<file path="src/rtl/id_ex_hazard_stage.sv">
// ID/EX pipeline register with load-use hazard detection, branch flush and
// saturating stall/flush performance counters.
module id_ex_hazard_stage #(
    parameter int DATA_WIDTH     = 32,
    parameter int REG_ADDR_WIDTH = 5,
    parameter int ALUOP_WIDTH    = 4,
    parameter int CNT_WIDTH      = 16
) (
    input  logic                      clk,
    input  logic                      rst,
    input  logic                      ID_VALID,
    input  logic [REG_ADDR_WIDTH-1:0] ID_RS,
    input  logic [REG_ADDR_WIDTH-1:0] ID_RT,
    input  logic [REG_ADDR_WIDTH-1:0] ID_RD,
    input  logic                      ID_USES_RS,
    input  logic                      ID_USES_RT,
    input  logic [DATA_WIDTH-1:0]     ID_READ_DATA_1,
    input  logic [DATA_WIDTH-1:0]     ID_READ_DATA_2,
    input  logic [DATA_WIDTH-1:0]     ID_IMM,
    input  logic                      ID_REGWRITE,
    input  logic                      ID_MEMREAD,
    input  logic                      ID_MEMWRITE,
    input  logic                      ID_MEMTOREG,
    input  logic                      ID_ALUSRC,
    input  logic [ALUOP_WIDTH-1:0]    ID_ALUOP,
    input  logic                      FLUSH,
    input  logic                      CLEAR_COUNTERS,
    output logic                      ID_EX_VALID,
    output logic                      ID_EX_REGWRITE,
    output logic                      ID_EX_MEMREAD,
    output logic                      ID_EX_MEMWRITE,
    output logic                      ID_EX_MEMTOREG,
    output logic                      ID_EX_ALUSRC,
    output logic [ALUOP_WIDTH-1:0]    ID_EX_ALUOP,
    output logic [REG_ADDR_WIDTH-1:0] ID_EX_RS,
    output logic [REG_ADDR_WIDTH-1:0] ID_EX_RT,
    output logic [REG_ADDR_WIDTH-1:0] ID_EX_RD,
    output logic [DATA_WIDTH-1:0]     ID_EX_READ_DATA_1,
    output logic [DATA_WIDTH-1:0]     ID_EX_READ_DATA_2,
    output logic [DATA_WIDTH-1:0]     ID_EX_IMM,
    output logic                      PC_WRITE,
    output logic                      IF_ID_WRITE,
    output logic                      STALL,
    output logic [CNT_WIDTH-1:0]      STALL_COUNT,
    output logic [CNT_WIDTH-1:0]      FLUSH_COUNT
);

    typedef struct packed {
        logic                      valid;
        logic                      regwrite;
        logic                      memread;
        logic                      memwrite;
        logic                      memtoreg;
        logic                      alusrc;
        logic [ALUOP_WIDTH-1:0]    aluop;
        logic [REG_ADDR_WIDTH-1:0] rs;
        logic [REG_ADDR_WIDTH-1:0] rt;
        logic [REG_ADDR_WIDTH-1:0] rd;
        logic [DATA_WIDTH-1:0]     read_data_1;
        logic [DATA_WIDTH-1:0]     read_data_2;
        logic [DATA_WIDTH-1:0]     imm;
    } stage_t;

    // An all-zero entry is the bubble: no control, no register match for forwarding.
    localparam stage_t BUBBLE = '0;

    stage_t ex_q;
    stage_t ex_d;
    logic   hazard;
    logic   rs_match;
    logic   rt_match;
    logic   stall;

    // Load-use hazard: the instruction in EX is a load whose destination the
    // decode instruction reads. $0 is never a real destination.
    always_comb begin
        rs_match = ID_USES_RS && (ID_RS == ex_q.rd);
        rt_match = ID_USES_RT && (ID_RT == ex_q.rd);
        hazard   = ex_q.valid && ex_q.memread && (ex_q.rd != '0) && ID_VALID
                   && (rs_match || rt_match);
        stall    = hazard && !FLUSH;
    end

    assign STALL       = stall;
    assign PC_WRITE    = !stall;
    assign IF_ID_WRITE = !stall;

    // NOTE: every field of ex_d gets a default first, so no path can infer a latch.
    always_comb begin
        ex_d = BUBBLE;
        if (!FLUSH && !stall) begin
            ex_d.valid       = ID_VALID;
            ex_d.rs          = ID_RS;
            ex_d.rt          = ID_RT;
            ex_d.rd          = ID_RD;
            ex_d.read_data_1 = ID_READ_DATA_1;
            ex_d.read_data_2 = ID_READ_DATA_2;
            ex_d.imm         = ID_IMM;
            if (ID_VALID) begin
                ex_d.regwrite = ID_REGWRITE;
                ex_d.memread  = ID_MEMREAD;
                ex_d.memwrite = ID_MEMWRITE;
                ex_d.memtoreg = ID_MEMTOREG;
                ex_d.alusrc   = ID_ALUSRC;
                ex_d.aluop    = ID_ALUOP;
            end
        end
    end

    // NOTE: sequential state uses non-blocking assignments only.
    always_ff @(posedge clk or posedge rst) begin
        if (rst) begin
            ex_q <= BUBBLE;
        end else begin
            ex_q <= ex_d;
        end
    end

    assign ID_EX_VALID       = ex_q.valid;
    assign ID_EX_REGWRITE    = ex_q.regwrite;
    assign ID_EX_MEMREAD     = ex_q.memread;
    assign ID_EX_MEMWRITE    = ex_q.memwrite;
    assign ID_EX_MEMTOREG    = ex_q.memtoreg;
    assign ID_EX_ALUSRC      = ex_q.alusrc;
    assign ID_EX_ALUOP       = ex_q.aluop;
    assign ID_EX_RS          = ex_q.rs;
    assign ID_EX_RT          = ex_q.rt;
    assign ID_EX_RD          = ex_q.rd;
    assign ID_EX_READ_DATA_1 = ex_q.read_data_1;
    assign ID_EX_READ_DATA_2 = ex_q.read_data_2;
    assign ID_EX_IMM         = ex_q.imm;

    // Saturating counters; a clear beats an increment in the same cycle.
    always_ff @(posedge clk or posedge rst) begin
        if (rst) begin
            STALL_COUNT <= '0;
            FLUSH_COUNT <= '0;
        end else if (CLEAR_COUNTERS) begin
            STALL_COUNT <= '0;
            FLUSH_COUNT <= '0;
        end else begin
            if (stall && (STALL_COUNT != '1)) begin
                STALL_COUNT <= STALL_COUNT + CNT_WIDTH'(1);
            end
            if (FLUSH && (FLUSH_COUNT != '1)) begin
                FLUSH_COUNT <= FLUSH_COUNT + CNT_WIDTH'(1);
            end
        end
    end

endmodule

</file>
<file path="config.mk">
export PLATFORM = sky130hd
export DESIGN_NAME = id_ex_hazard_stage
export DESIGN_NICKNAME = d
export VERILOG_FILES = /design/src/rtl/id_ex_hazard_stage.sv
export SDC_FILE = /design/constraint.sdc
export NUM_CORES = 1
export LEC_CHECK = 0
export CAP_MARGIN = 10
export CORE_MARGIN = 4
export CORE_UTILIZATION = 25
export DETAILED_ROUTE_END_ITERATION = 10
export SYNTH_ARGS = -nofsm -noshare
export SYNTH_HDL_FRONTEND = slang
export SYNTH_SLANG_ARGS = --single-unit
</file>
<file path="constraint.sdc">
create_clock -name clk -period 8.6 [get_ports clk]
set_input_delay 1.29 -clock clk [delete_from_list [all_inputs] [get_ports clk]]
set_output_delay 1.29 -clock clk [all_outputs]
set_load 0.02 [all_outputs]
</file>
* After elaboration in Yosys (flattened, before gate mapping) *
Index checks and enable logic that the tools add are counted.

operators by class
  add/subtract/negate cells = 2
  multipliers = 0
  div/mod/pow operators = 0
  $lt $le $gt $ge = 0
  eq/ne operators = 4
  shift operators = 0
  muxes and demuxes = 6
  bitwise operators = 0
  reductions and logical operators = 16

operators with widths
  operator                 count
  $mux W121                1
  $mux W16                 4
  $add A16 B1 Y16 const B  2
  $ne A16 B16 Y1 const B   2
  $eq A5 B5 Y1             2
  $logic_and A1 B1 Y1      10
  $mux W9                  1
  $reduce_bool A5 Y1       1
  $reduce_bool A2 Y1       2
  $logic_not A1 Y1         2
  $logic_or A1 B1 Y1       1

word-level totals
  flip-flop bits (word level) = 153
  latch bits = 0
  memory bits (writable) = 0
  memory bits (read-only) = 0
  input bits = 127
  word-level logic and storage cells = 43
  memories = 0

* Longest topological paths before layout *
  depth in word-level cells = 8
  mapped depth = 8
  mapped depth without buffers = 7

* Worst setup path before layout *
OpenSTA, ideal clock, no wires.

  path kind = in2out
  start point = input ID_RT[1]
  end point = output PC_WRITE
  arrival time = 2.274 ns
  data required time = 7.310 ns
  slack = 5.036 ns
  cell stages on the path = 5
  path through = xnor2_1 -> nand4_1 -> o22ai_4 -> nand2_1 -> buf_4

between the ends
  word-level cells in the longest chain between the ends = 6

ends and longest elaborated chain
  item                 line  RTL
  start: declaration   13    input logic [REG_ADDR_WIDTH-1:0] ID_RT,
  $eq A5 B5 Y1         78    rt_match = ID_USES_RT && (ID_RT == ex_q.rd);
  $logic_and A1 B1 Y1  78
  $logic_or A1 B1 Y1   80    && (rs_match || rt_match);
  $logic_and A1 B1 Y1  80
  $logic_and A1 B1 Y1  81    stall = hazard && !FLUSH;
  $logic_not A1 Y1     n/a
  end: declaration     41    output logic PC_WRITE,

Every way passes these cells.

* Worst setup path in the final report *
  start point = input ID_VALID
  end point = output STALL

between the ends
  word-level cells in the longest chain between the ends = 3

ends and longest elaborated chain
  item                 line  RTL
  start: declaration   11    input logic ID_VALID,
  $logic_and A1 B1 Y1  79    hazard = ex_q.valid && ex_q.memread && (ex_q.rd != '0) && ID_VALID
  $logic_and A1 B1 Y1  80
  $logic_and A1 B1 Y1  81
  end: declaration     43    output logic STALL,

Every way passes these cells.

==> results.toml <==
[min_path]
hp-class = "reg -> reg"

[pwr]
ir_drop_mv = 0.119
fin_total_pwr_mw = 1.71
p_leak_nw = 4.04
p_per_area_nw_per_um2 = 182

[finish]
drive_gt1_frac = 0.0638
area_growth_syn_to_layout_pct = 64.9
fin_util = 0.417
fin_nets = 868
num-fill-cells = 2193
post-route-cell-area_um2 = 9410
layout.cells.non_filler = 1039

[timing]
finClkSkew_ps = 12.1
fin_ws_ps = 3510
maxSlewHeadroom = 0.349
setup_viol = 0
finalCritPeriodShare = 0.591
fin_tns_setup_ps = 0
fin_hold_ws_ps = 568
finalCriticalPeriod_ps = 5090
hold_viol = 0
slew_viol_final = 0
worst_pin_slew_ps = 977
fmax_mhz = 197
rsz0062_at_grt = "no"

[yosys]
synth_flop_cell = "dfrtp_1"
synthTopCellsByArea = "dfrtp_1 67%, and2_1 12%, xor2_1 2.3%"
synth.yosys.seq_area_share = 0.671
synth_edf_count = 0
synth_nets = 585
netlist.top_cell.by_area = "dfrtp_1"
synth_seq_cells = 153
synth_warnings = 0
ys_types = 39
ys_async_sr_fraction = 1.00
synth.top_cell.area_share = 0.671
postSynthAreaPerCell_um2 = 12.5
synth_area_um2 = 5710
netlist_instances = 456

[critical_path]
crit_fanout = 11
startpoint_type = "input port"
worstPathRequired_ps = 7310
critPathArrivalTime_ps = 3800
worst-setup-path-type = "in -> out"
crit_path_end_kind = "output pin"

[floorplan]
die_w_um = 159
num_rows = 55
initial_utilization = 0.253
die-area_um2 = 25300
coreArea_um2 = 22600
io_pins = 283
dieHeight_um = 159

[run]
maxCapViolations = 0

[clock_network]
cts_buffers = 17
cts_root_buf = "clkbuf_16"
cts_htree_levels = 4
ctsResizeCount = 0
clk_pin_slew_ps = 70
clk_latency_ps = 420
clockBufferDepth = 2
cts.sinks = 153
postCtsHoldBufs = 0
cts_tree = "built"
post_cts_buffers = 0

[placement]
pre_cts_ws_ps = 3490
postPlaceCellArea_um2 = 8830
placed_cells = 1005
portBuffers = 282
gp_congestion = 0.784
hpwl_um = 12600

[drt]
num_vias = 4326
drtIter0Drc = 130
wirelength_um = 17200
drc = 0
final_antenna_net_count = 0
route.detailed.wl_per_inst_um = 16.6
post_drt_via_cell_ratio = 4.16
dr.pass1.iters = 4

[global_route]
grt_pass1_wl_um = 26700
grt-ovfl-total = 0
grt_pass1_vias = 4644
antenna_found_initial = 3
grt_max_degree = 120
track_usage = 0.136

[run_status]
status = "finished clean"
-- synthesized netlist by cell type, types with 2 or more instances --
cell type and instances:
and3_1 13, or3_1 3, nor2b_1 6, ha_1 2, nor2_1 28, clkbuf_1 17, nand4_1 13, dfrtp_1 153
and4_1 3, nand3_1 15, nand2_1 15, a311oi_1 3, o21ai_0 5, a21oi_1 9, and2_1 112, or4_1 3
xnor2_1 14, inv_1 4, nor3_1 4, xor2_1 15
-- final cells by class --
class / instances / area [um^2] / area share
antenna: 2 / 5.00 / 0.000532
clock buffer: 18 / 429 / 0.0456
clock inverter: 14 / 143 / 0.0152
inverter: 4 / 20.0 / 0.00213
multi-input combinational: 278 / 1780 / 0.189
sequential: 153 / 3830 / 0.407
tap: 285 / 357 / 0.0379
timing repair buffer: 285 / 2850 / 0.302
-- critical path, stage by stage --
cell and delay (ps):
clkdlybuf4s50_1 710, nand3_1 120, a21oi_1 280, nor2b_1 500, nand2_1 210, inv_1 90
clkdlybuf4s50_1 590
-- metal layers --
metal / up-vias / part of all wire / global-route usage / routed length [um]
met1: 2065 / 0.38 / 0.149 / 6630
met3: 14 / 0.13 / 0.0865 / 2240
met5: - / 0.00075 / 0 / 13
met2: 191 / 0.47 / 0.219 / 8110
li1: 2054 / - / - / -
met4: 2 / 0.013 / 0.0383 / 225
-- registers in the layout (all words and copies together), names as in the netlist, 5 cells and up --
register and cells:
ID_EX_IMM 32, ID_EX_READ_DATA_1 32, ID_EX_READ_DATA_2 32, FLUSH_COUNT 16
STALL_COUNT 16, ID_EX_RD 5, ID_EX_RS 5, ID_EX_RT 5
-- cell families (layout without fill, tap and decap cells) --
kind of cell | Yosys count | after routing | synth area share
xor gates and xnor gates | 29 | 29 | 0.0445
muxes | 3 | 3 | 0.00636
other | 0 | 2 | 0
buffers and inverters | 25 | 321 | 0.0188
DFF | 153 | 153 | 0.671
and+or+nand+nor | 220 | 220 | 0.222
AOI/OAI and AO/OA | 24 | 24 | 0.0335
adders and majority gates | 2 | 2 | 0.00438
-- where the power goes --
group / switching, mW / internal [mW] / total, mW
clock: 0.349 / 0.389 / 0.737
combinational: 0.0979 / 0.119 / 0.217
sequential: 0.0122 / 0.748 / 0.760
-- cells in the final DEF, fill, tap and decap left out, types with 2 or more instances in the layout --
master / Yosys / routed
and4_1: 3 / 3
dfrtp_1: 153 / 153
xnor2_1: 14 / 14
clkbuf_16: 0 / 17
nand4_1: 13 / 13
nor2_1: 28 / 28
and2_1: 112 / 112
inv_6: 0 / 7
diode_2: 0 / 2
buf_4: 1 / 3
or3_1: 3 / 3
xor2_1: 15 / 15
nor3_1: 4 / 4
clkdlybuf4s50_1: 0 / 282
inv_1: 4 / 3
o21ai_0: 5 / 5
or4_1: 3 / 3
a21oi_1: 9 / 8
nand3_1: 15 / 15
nand2_1: 15 / 15
ha_1: 2 / 2
nor2b_1: 6 / 6
inv_8: 0 / 5
and3_1: 13 / 13
clkinv_4: 0 / 2
a311oi_1: 3 / 3
-- path summary, 6_finish.rpt --
check | startpoint | endpoint | slack (ps) | cells past startpoint
max in group asynchronous | rst | FLUSH_COUNT[9] | 5760 | 3
setup reg to reg | ID_EX_RD[1] | STALL_COUNT[9] | 6140 | 6
hold / removal | FLUSH_COUNT[4] | FLUSH_COUNT[4] | 570 | 2
min in group asynchronous | rst | ID_EX_IMM[8] | 1360 | 2
hold reg to reg | FLUSH_COUNT[4] | FLUSH_COUNT[4] | 570 | 2
setup / recovery | ID_VALID | STALL | 3510 | 7
Note: power is estimated with default switching activity, not from simulation.
